--- config.mk ---
export PLATFORM = sky130hd
export DESIGN_NAME = ms_result_bcd
export DESIGN_NICKNAME = d
export VERILOG_FILES = /design/src/rtl/ms_result_bcd.sv
export SDC_FILE = /design/constraint.sdc
export NUM_CORES = 1
export LEC_CHECK = 0
export CAP_MARGIN = 5
export CORE_ASPECT_RATIO = 1.25
export CORE_MARGIN = 3
export CORE_UTILIZATION = 55
export CTS_CLUSTER_DIAMETER = 150
export DETAILED_ROUTE_END_ITERATION = 8
export GPL_TIMING_DRIVEN = 0
export PLACE_DENSITY_LB_ADDON = 0.08
export SLEW_MARGIN = 40
export SYNTH_ARGS = -nofsm -noshare
export SYNTH_HDL_FRONTEND = slang
export SYNTH_SLANG_ARGS = --single-unit
export TNS_END_PERCENT = 10
--- constraint.sdc ---
create_clock -name i_clk -period 4.93 [get_ports i_clk]
set_clock_uncertainty 0.2 [all_clocks]
set_input_delay 0.986 -clock i_clk [delete_from_list [all_inputs] [get_ports i_clk]]
set_output_delay 0.986 -clock i_clk [all_outputs]
set_load 0.1 [all_outputs]
--- src/rtl/ms_result_bcd.sv ---
// ms_result_bcd: converts the signed multiplier product to packed BCD with a
// sequential double-dabble engine (one shift per clock). It then drives
// active-low 7-segment patterns with leading-zero blanking and a minus sign.
module ms_result_bcd #(
    parameter int DW = 17,
    parameter int ND = 5
) (
    input  logic              i_clk,
    input  logic              i_rst,
    input  logic              i_start,
    input  logic [DW-1:0]     i_data,
    output logic              o_ready,
    output logic              o_done,
    output logic              o_neg,
    output logic [4*ND-1:0]   o_bcd,
    output logic [7*ND-1:0]   o_seg,
    output logic [6:0]        o_sign_seg
);

    localparam int CW = $clog2(DW + 1);

    typedef enum logic [1:0] {
        ST_IDLE,
        ST_LOAD,
        ST_SHIFT,
        ST_DONE
    } state_t;

    state_t            state;
    state_t            next_state;

    logic [DW-1:0]     held;
    logic [DW-1:0]     mag;
    logic              neg_q;
    logic [4*ND-1:0]   scratch;
    logic [CW-1:0]     cnt;

    logic [4*ND-1:0]   bcd_adj;
    logic [4*ND-1:0]   bcd_shifted;
    logic [7*ND-1:0]   seg_next;
    logic [6:0]        sign_next;

    // Active-low gfedcba pattern for one decimal digit; non-digits show blank.
    function automatic logic [6:0] digit_to_seg(input logic [3:0] d);
        case (d)
            4'd0:    digit_to_seg = 7'b1000000;
            4'd1:    digit_to_seg = 7'b1111001;
            4'd2:    digit_to_seg = 7'b0100100;
            4'd3:    digit_to_seg = 7'b0110000;
            4'd4:    digit_to_seg = 7'b0011001;
            4'd5:    digit_to_seg = 7'b0010010;
            4'd6:    digit_to_seg = 7'b0000010;
            4'd7:    digit_to_seg = 7'b1111000;
            4'd8:    digit_to_seg = 7'b0000000;
            4'd9:    digit_to_seg = 7'b0010000;
            default: digit_to_seg = 7'b1111111;
        endcase
    endfunction

    // State register; reset drops straight back to idle, aborting any conversion.
    always_ff @(posedge i_clk or negedge i_rst) begin
        if (!i_rst) begin
            state <= ST_IDLE;
        end else begin
            state <= next_state;
        end
    end

    // Next-state logic; the shift phase lasts exactly DW clocks, one per input bit.
    always_comb begin
        next_state = state;
        o_ready    = 1'b0;
        case (state)
            ST_IDLE: begin
                o_ready = 1'b1;
                if (i_start) begin
                    next_state = ST_LOAD;
                end
            end
            ST_LOAD: begin
                next_state = ST_SHIFT;
            end
            ST_SHIFT: begin
                if (cnt == CW'(DW - 1)) begin
                    next_state = ST_DONE;
                end
            end
            ST_DONE: begin
                next_state = ST_IDLE;
            end
            default: begin
                next_state = ST_IDLE;
            end
        endcase
    end

    // Double-dabble step: correct every nibble of 5 or more, then shift in the next magnitude bit.
    always_comb begin
        bcd_adj = scratch;
        for (int i = 0; i < ND; i++) begin
            if (scratch[4*i +: 4] >= 4'd5) begin
                bcd_adj[4*i +: 4] = scratch[4*i +: 4] + 4'd3;
            end
        end
        bcd_shifted = {bcd_adj[4*ND-2:0], mag[DW-1]};
    end

    // Display patterns: blank every digit above the most significant nonzero one, but always show digit 0.
    always_comb begin : seg_build
        logic seen_nonzero;
        seen_nonzero = 1'b0;
        seg_next     = '1;
        for (int i = ND - 1; i >= 0; i--) begin
            if (scratch[4*i +: 4] != 4'd0) begin
                seen_nonzero = 1'b1;
            end
            if (seen_nonzero || (i == 0)) begin
                seg_next[7*i +: 7] = digit_to_seg(scratch[4*i +: 4]);
            end
        end
        sign_next = (neg_q && (scratch != '0)) ? 7'b0111111 : 7'h7F;
    end

    // Conversion datapath: capture, take magnitude, then shift DW times.
    always_ff @(posedge i_clk or negedge i_rst) begin
        if (!i_rst) begin
            held    <= '0;
            mag     <= '0;
            neg_q   <= 1'b0;
            scratch <= '0;
            cnt     <= '0;
        end else begin
            case (state)
                ST_IDLE: begin
                    if (i_start) begin
                        held <= i_data;
                    end
                end
                ST_LOAD: begin
                    mag     <= held[DW-1] ? -held : held;
                    neg_q   <= held[DW-1];
                    scratch <= '0;
                    cnt     <= '0;
                end
                ST_SHIFT: begin
                    scratch <= bcd_shifted;
                    mag     <= {mag[DW-2:0], 1'b0};
                    cnt     <= cnt + CW'(1);
                end
                default: begin
                end
            endcase
        end
    end

    // Output registers change only on the done edge, so the display never shows partial results.
    always_ff @(posedge i_clk or negedge i_rst) begin
        if (!i_rst) begin
            o_done     <= 1'b0;
            o_neg      <= 1'b0;
            o_bcd      <= '0;
            o_seg      <= '1;
            o_sign_seg <= 7'h7F;
        end else begin
            o_done <= 1'b0;
            if (state == ST_DONE) begin
                o_done     <= 1'b1;
                o_neg      <= neg_q;
                o_bcd      <= scratch;
                o_seg      <= seg_next;
                o_sign_seg <= sign_next;
            end
        end
    end

endmodule

# Yosys cells after proc, flatten, opt, wreduce, memory -nomap -nowiden
# Memories as Yosys holds them, arrays and structs flattened. A register that Yosys moved wholly into a read port is not among the register bits.
# Cells that the tools add are included.
[totals] mem_bits_rw=0 memories=5 mem_bits_ro=560 out_inout_bits=65 wordCells=68 reg_bits=126 input_bits=20 latch_bits=0
[classes] n_shift=0 add_sub_neg=7 eq_ne=6 order_cmp=5 n_div=0 n_reduce_logical=11 n_mul=0 mux=23 bitwise_logic=0
[mem_list] memory="(name not given)" words=16 word_bits=7 read_ports=1 rd_ports_with_merged_regs=0 write_ports=0 line_no="45" text="case (d)"
[mem_list] memory="(name not given)" words=16 word_bits=7 read_ports=1 rd_ports_with_merged_regs=0 write_ports=0 line_no="45"
[mem_list] memory="(name not given)" words=16 word_bits=7 read_ports=1 rd_ports_with_merged_regs=0 write_ports=0 line_no="45"
[mem_list] memory="(name not given)" words=16 word_bits=7 read_ports=1 rd_ports_with_merged_regs=0 write_ports=0 line_no="45"
[mem_list] memory="(name not given)" words=16 word_bits=7 read_ports=1 rd_ports_with_merged_regs=1 write_ports=0 line_no="45"
[ops] op="$pmux W20 S2" n=1
[ops] op="$mux W7" n=5
[ops] op="$pmux W17 S2" n=1
[ops] op="$ge A4 B3 Y1 const B" n=5
[ops] op="$reduce_bool A20 Y1" n=1
[ops] op="$mux W17" n=1
[ops] op="$neg A17 Y17" n=1
[ops] op="$add A4 B2 Y4 const B" n=4
[ops] op="$mux W4" n=4
[ops] op="$reduce_bool A4 Y1" n=4
[ops] op="$pmux W5 S2" n=1
[ops] op="$pmux W2 S4" n=1
[ops] op="$mux W1" n=6
[ops] op="$add A5 B1 Y5 const B" n=1
[ops] op="$eq A5 B5 Y1 const B" n=1
[ops] op="$eq A2 B2 Y1 const B" n=2
[ops] op="$mux W2" n=2
[ops] op="$ne A2 B2 Y1 const B" n=2
[ops] op="$reduce_and A2 Y1" n=2
[ops] op="$add A3 B2 Y3 const B" n=1
[ops] op="$mux W3" n=1
[ops] op="$eq A2 B1 Y1 const B" n=1
[ops] op="$logic_not A2 Y1" n=1
[ops] op="$reduce_bool A2 Y1" n=1
[ops] op="other kinds (2)" n=2

# Depth between registers and ports, before layout
[logic_depth] ltp_word=6 ltp_mapped=7 mapped_depth_nobuf=6

# Worst setup path after synthesis
# Ideal clock, no wire load.
[synth_timing] kind="reg2reg" startpoint="reg state[0]" endpoint="reg held[10]" synth_period_minus_slack_ns=2.597 setup_time_ns=0.125 setup_slack_ns=2.333 required_ns=4.605 arrival_ns=2.272 path_buffers=1 path_stages_with_launch=6 cell_sequence="dfrtp_1 -> inv_1 -> ha_1 -> nand2_1 -> clkbuf_1 -> mux2_2"
[synth_between] elab_chain_len=2
[synth_rtl] item="start, declared" line_no="29" text="state_t state;"
[synth_rtl] item="start signal, assigned" line_no="65" text="state <= next_state;"
[synth_rtl] item="$logic_not A2 Y1" line_no="133" text="case (state)"
[synth_rtl] item="$reduce_and A2 Y1 (no line)"
[synth_rtl] item="end signal, assigned" line_no="136" text="held <= i_data;"
[synth_rtl] item="end, declared" line_no="32" text="logic [DW-1:0] held;"
# No other way between the ends.
# A chain may end at the register's enable or synchronous reset.

# Worst setup path in the final report
[layout_timing] startpoint="reg scratch[16]" endpoint="reg o_sign_seg[6]"
[layout_between] elab_chain_len=3
[layout_rtl] item="start, declared" line_no="35" text="logic [4*ND-1:0] scratch;"
[layout_rtl] item="start signal, assigned" line_no="146" text="scratch <= bcd_shifted;"
[layout_rtl] item="$reduce_bool A20 Y1" line_no="121" text="sign_next = (neg_q && (scratch != '0)) ? 7'b0111111 : 7'h7F;"
[layout_rtl] item="$logic_and A1 B1 Y1" line_no="121"
[layout_rtl] item="$mux W7" line_no="121"
[layout_rtl] item="end signal, assigned" line_no="171" text="o_sign_seg <= sign_next;"
[layout_rtl] item="end, declared" line_no="17" text="output logic [6:0] o_sign_seg"
# No other way between the ends.

==> flow_metrics.env <==
export IMPL_dpl_cell_count=839
export IMPL_routabilityCongestion=0.933
export IMPL_num_io_pins=85
export IMPL_tightest_slew_ps=629
export IMPL_syn_area_um2=6390
export IMPL_rsz0062_at_grt="false"
export IMPL_die_w_um=102
export IMPL_ys_warn_count=0
export IMPL_drive_above_1_share_pct=24.3
export IMPL_seqCellArea_um2=3050
export IMPL_area_growth_pct=19.3
export IMPL_startpoint_type="flop"
export IMPL_slowest_delay_ps=590
export IMPL_antenna_found_initial=0
export IMPL_clk_latency_ps=410
export IMPL_finalSetupTns_ps=0
export IMPL_min_delay_path_class="input pin to async pin"
export IMPL_grt_ovfl_total=0
export IMPL_ant_nets=0
export IMPL_coreArea_um2=11200
export IMPL_ys_flop_type="dfrtp_1"
export IMPL_timing_fmax_ghz=0.358
export IMPL_grt_max_degree=78
export IMPL_numClockSinks=120
export IMPL_cts_root_buf="clkbuf_16"
export IMPL_place_ws_ps=2050
export IMPL_nNetsFinal=780
export IMPL_slew_violations=0
export IMPL_critPathRequiredTime_ps=5060
export IMPL_crit_buf_inv=1
export IMPL_cts_repair_resized=0
export IMPL_track_usage_pct=24.9
export IMPL_wire_per_inst_um=17.5
export IMPL_post_dp_hpwl_um=10900
export IMPL_synth_edf_count=0
export IMPL_avgViaCountPerCell=5.86
export IMPL_sw_frac_of_total_pct=46.0
export IMPL_multi_input_area_um2=3020
export IMPL_fin_crit_sh_pct=56.7
export IMPL_yosysUniqueCellTypes=53
export IMPL_max_cap_violations=0
export IMPL_grt_pass1_wl_um=25300
export IMPL_drc=0
export IMPL_antenna_cells=0
export IMPL_final_setup_viol_count=0
export IMPL_setup_slack_ps=2130
export IMPL_power_internal_mw=2.67
export IMPL_outcome="completed"
export IMPL_seq_area_frac_synth_pct=47.7
export IMPL_cp_slowest_cell="or4_4"
export IMPL_die_h_um=126
export IMPL_pwr_share_seq_pct=30.3
export IMPL_fin_hold_ws_ps=260
export IMPL_min_period_ps=2800
export IMPL_row_count=43
export IMPL_vias=5103
export IMPL_cts_htree_levels=4
export IMPL_switchingPower_mw=2.27
export IMPL_start_util_pct=56.8
export IMPL_fillerInstances=907
export IMPL_crit_path_cell_trace="inv_1 -> ha_1 -> nand4bb_1 -> or4_4 -> or4b_1 -> a31oi_1"
export IMPL_path_delay_family="simple AND/OR/NAND/NOR gates"
export IMPL_crit_path_end_kind="flop"
export IMPL_cts_reportedPaths_clkPinSlew_ps=50
export IMPL_powerDensity_nw_per_um2=648
export IMPL_first_global_vias=5249
export IMPL_async_flop_share_pct=100
export IMPL_synthCells=620
export IMPL_io_buffers=78
export IMPL_hold_viol=0
export IMPL_cts_buffer_depth=2
export IMPL_p_leak_nw=3.37
export IMPL_postCtsSetupRepairBufs=0
export IMPL_routed_wl_um=15200
export IMPL_p_total_mw=4.94
export IMPL_cts_tree="done"
export IMPL_avgSynthCellArea_um2=10.3
export IMPL_synth_seq_cells=120
export IMPL_drtIter0Drc=232
export IMPL_cts_buffers=17
export IMPL_postCtsHoldBufs=0
export IMPL_path_class="flop to flop"
export IMPL_arrival_ps=2930
export IMPL_crit_fanout=5
export IMPL_p_clk_share_pct=22.3
export IMPL_slew_limit_headroom_pct=58.1
export IMPL_p_comb_share_pct=47.4
export IMPL_die_area_um2=13000
export IMPL_ir_worst_vdd_uv=383
export IMPL_drt_first_pass_iters=5
export IMPL_fin_cells=871
-- registers in the layout, indices dropped and copies added (netlist names) --
signal / count
held: 17
o_sign_seg: 1
state: 2
o_done: 1
mag: 17
o_seg: 35
scratch: 20
o_neg: 1
o_bcd: 20
cnt: 5
neg_q: 1
-- worst reg2reg max path, delay by kind of cell, from the launching register on --
family	cells	cell delay [ps]
compound gates	1	190
fa+ha+maj	1	330
buf+inv	1	200
flops	1	460
simple gates	3	1340
-- per-layer routing --
metal  vias up  track usage [%]  wire length (um)  share of wire, %
li1       2432                -                 -                 -
met1      2486             27.9              5950                39
met2       147             43.9              8110                53
met3        38             5.78               741               4.9
met4         0             12.0               427               2.8
met5         -                0                 0                 0
-- power by group through the flow --
stage	clock [mW]	combinational [mW]	sequential, mW
5_1_grt	1.16	2.52	1.53
4_1_cts	1.12	2.35	1.49
3_3_place_gp	0	2.35	1.50
3_5_place_dp	0	2.32	1.51
6_report	1.10	2.34	1.50
2_1_floorplan	0	1.21	2.07
-- worst paths after layout --
kind,cells past startpoint,end,startpoint,slack [ps]
max reg2reg,6,o_sign_seg[6],scratch[16],2130
min,1,o_bcd[3],i_rst,260
min in group i_clk,2,o_seg[6],o_seg[6],270
max in group asynchronous,2,o_seg[14],i_rst,3550
min reg2reg,2,o_seg[6],o_seg[6],270
max,6,o_sign_seg[6],scratch[16],2130
-- synthesized netlist by cell type, drive strengths merged, types with 2 or more instances --
library cell / n / area share (%)
mux2i: 9 / 1.4
o21ai: 42 / 3.3
and3: 7 / 0.69
o32ai: 4 / 0.55
inv: 38 / 2.2
or3b: 2 / 0.27
o211ai: 7 / 0.82
or2: 4 / 0.39
xor2: 5 / 0.69
a41oi: 2 / 0.27
nand4b: 4 / 0.55
clkbuf: 37 / 2.2
nor2b: 5 / 0.49
or3: 9 / 0.88
a31oi: 11 / 1.1
o22ai: 17 / 1.7
a32o: 2 / 0.31
nor2: 32 / 1.9
nand2b: 9 / 0.88
or4b: 2 / 0.31
nand3b: 6 / 0.71
o41ai: 4 / 0.55
buf: 8 / 0.82
mux2: 44 / 7.8
dfrtp: 84 / 33
o2bb2ai: 3 / 0.41
a21oi: 47 / 3.7
ha: 37 / 7.2
nand2: 28 / 1.6
a221o: 3 / 0.47
nor3: 9 / 0.71
or4: 4 / 0.53
nand3: 11 / 0.86
a22o: 4 / 0.55
o22a: 9 / 1.2
nor3b: 5 / 0.59
a32oi: 2 / 0.27
o31ai: 6 / 0.71
xnor2: 11 / 1.5
dfstp: 36 / 15
nor4: 3 / 0.29
-- layout make-up --
cell class	count	share of cell area, %
sequential	120	40.0
clock inverter	4	0.263
tap	135	2.22
multi-input combinational	421	39.6
inverter	39	1.92
clock buffer	28	6.65
timing repair buffer	79	6.80
buffer	45	2.51
-- kinds of logic after synthesis --
family                   share of synthesized area, %
XOR/XNOR                                         2.19
multiplexers                                     9.17
AO/OA/AOI/OAI                                    16.4
adder cells (fa/ha/maj)                          7.25
buffers and inverters                            5.29
AND/OR/NAND/NOR                                  11.9
other                                          0.0587
flip-flops                                       47.7
-- metrics by stage --
step                      utilization (%)  cell area [um2]
final                                67.8             7620
after global routing                 67.8             7620
after CTS                            67.8             7620
after detailed placement             63.1             7090
after global placement               65.4             7360
after floorplan                         -             6410
-- cells in the final DEF (no fill, tap or decap), types with 7 or more instances in the layout --
cell type / n
nand2_1: 28
a21oi_1: 47
o22ai_1: 17
nor3_1: 9
clkbuf_16: 17
o21ai_0: 42
clkbuf_1: 44
mux2i_1: 9
dfrtp_1: 84
and3_1: 7
nand2b_1: 9
o211ai_1: 7
o22a_1: 9
buf_2: 59
ha_1: 37
inv_1: 38
mux2_2: 44
a31oi_1: 11
nand3_1: 11
or3_1: 9
dfstp_2: 36
clkdlybuf4s50_1: 18
xnor2_1: 11
nor2_1: 32
Note: power is estimated with default switching activity, not from simulation.
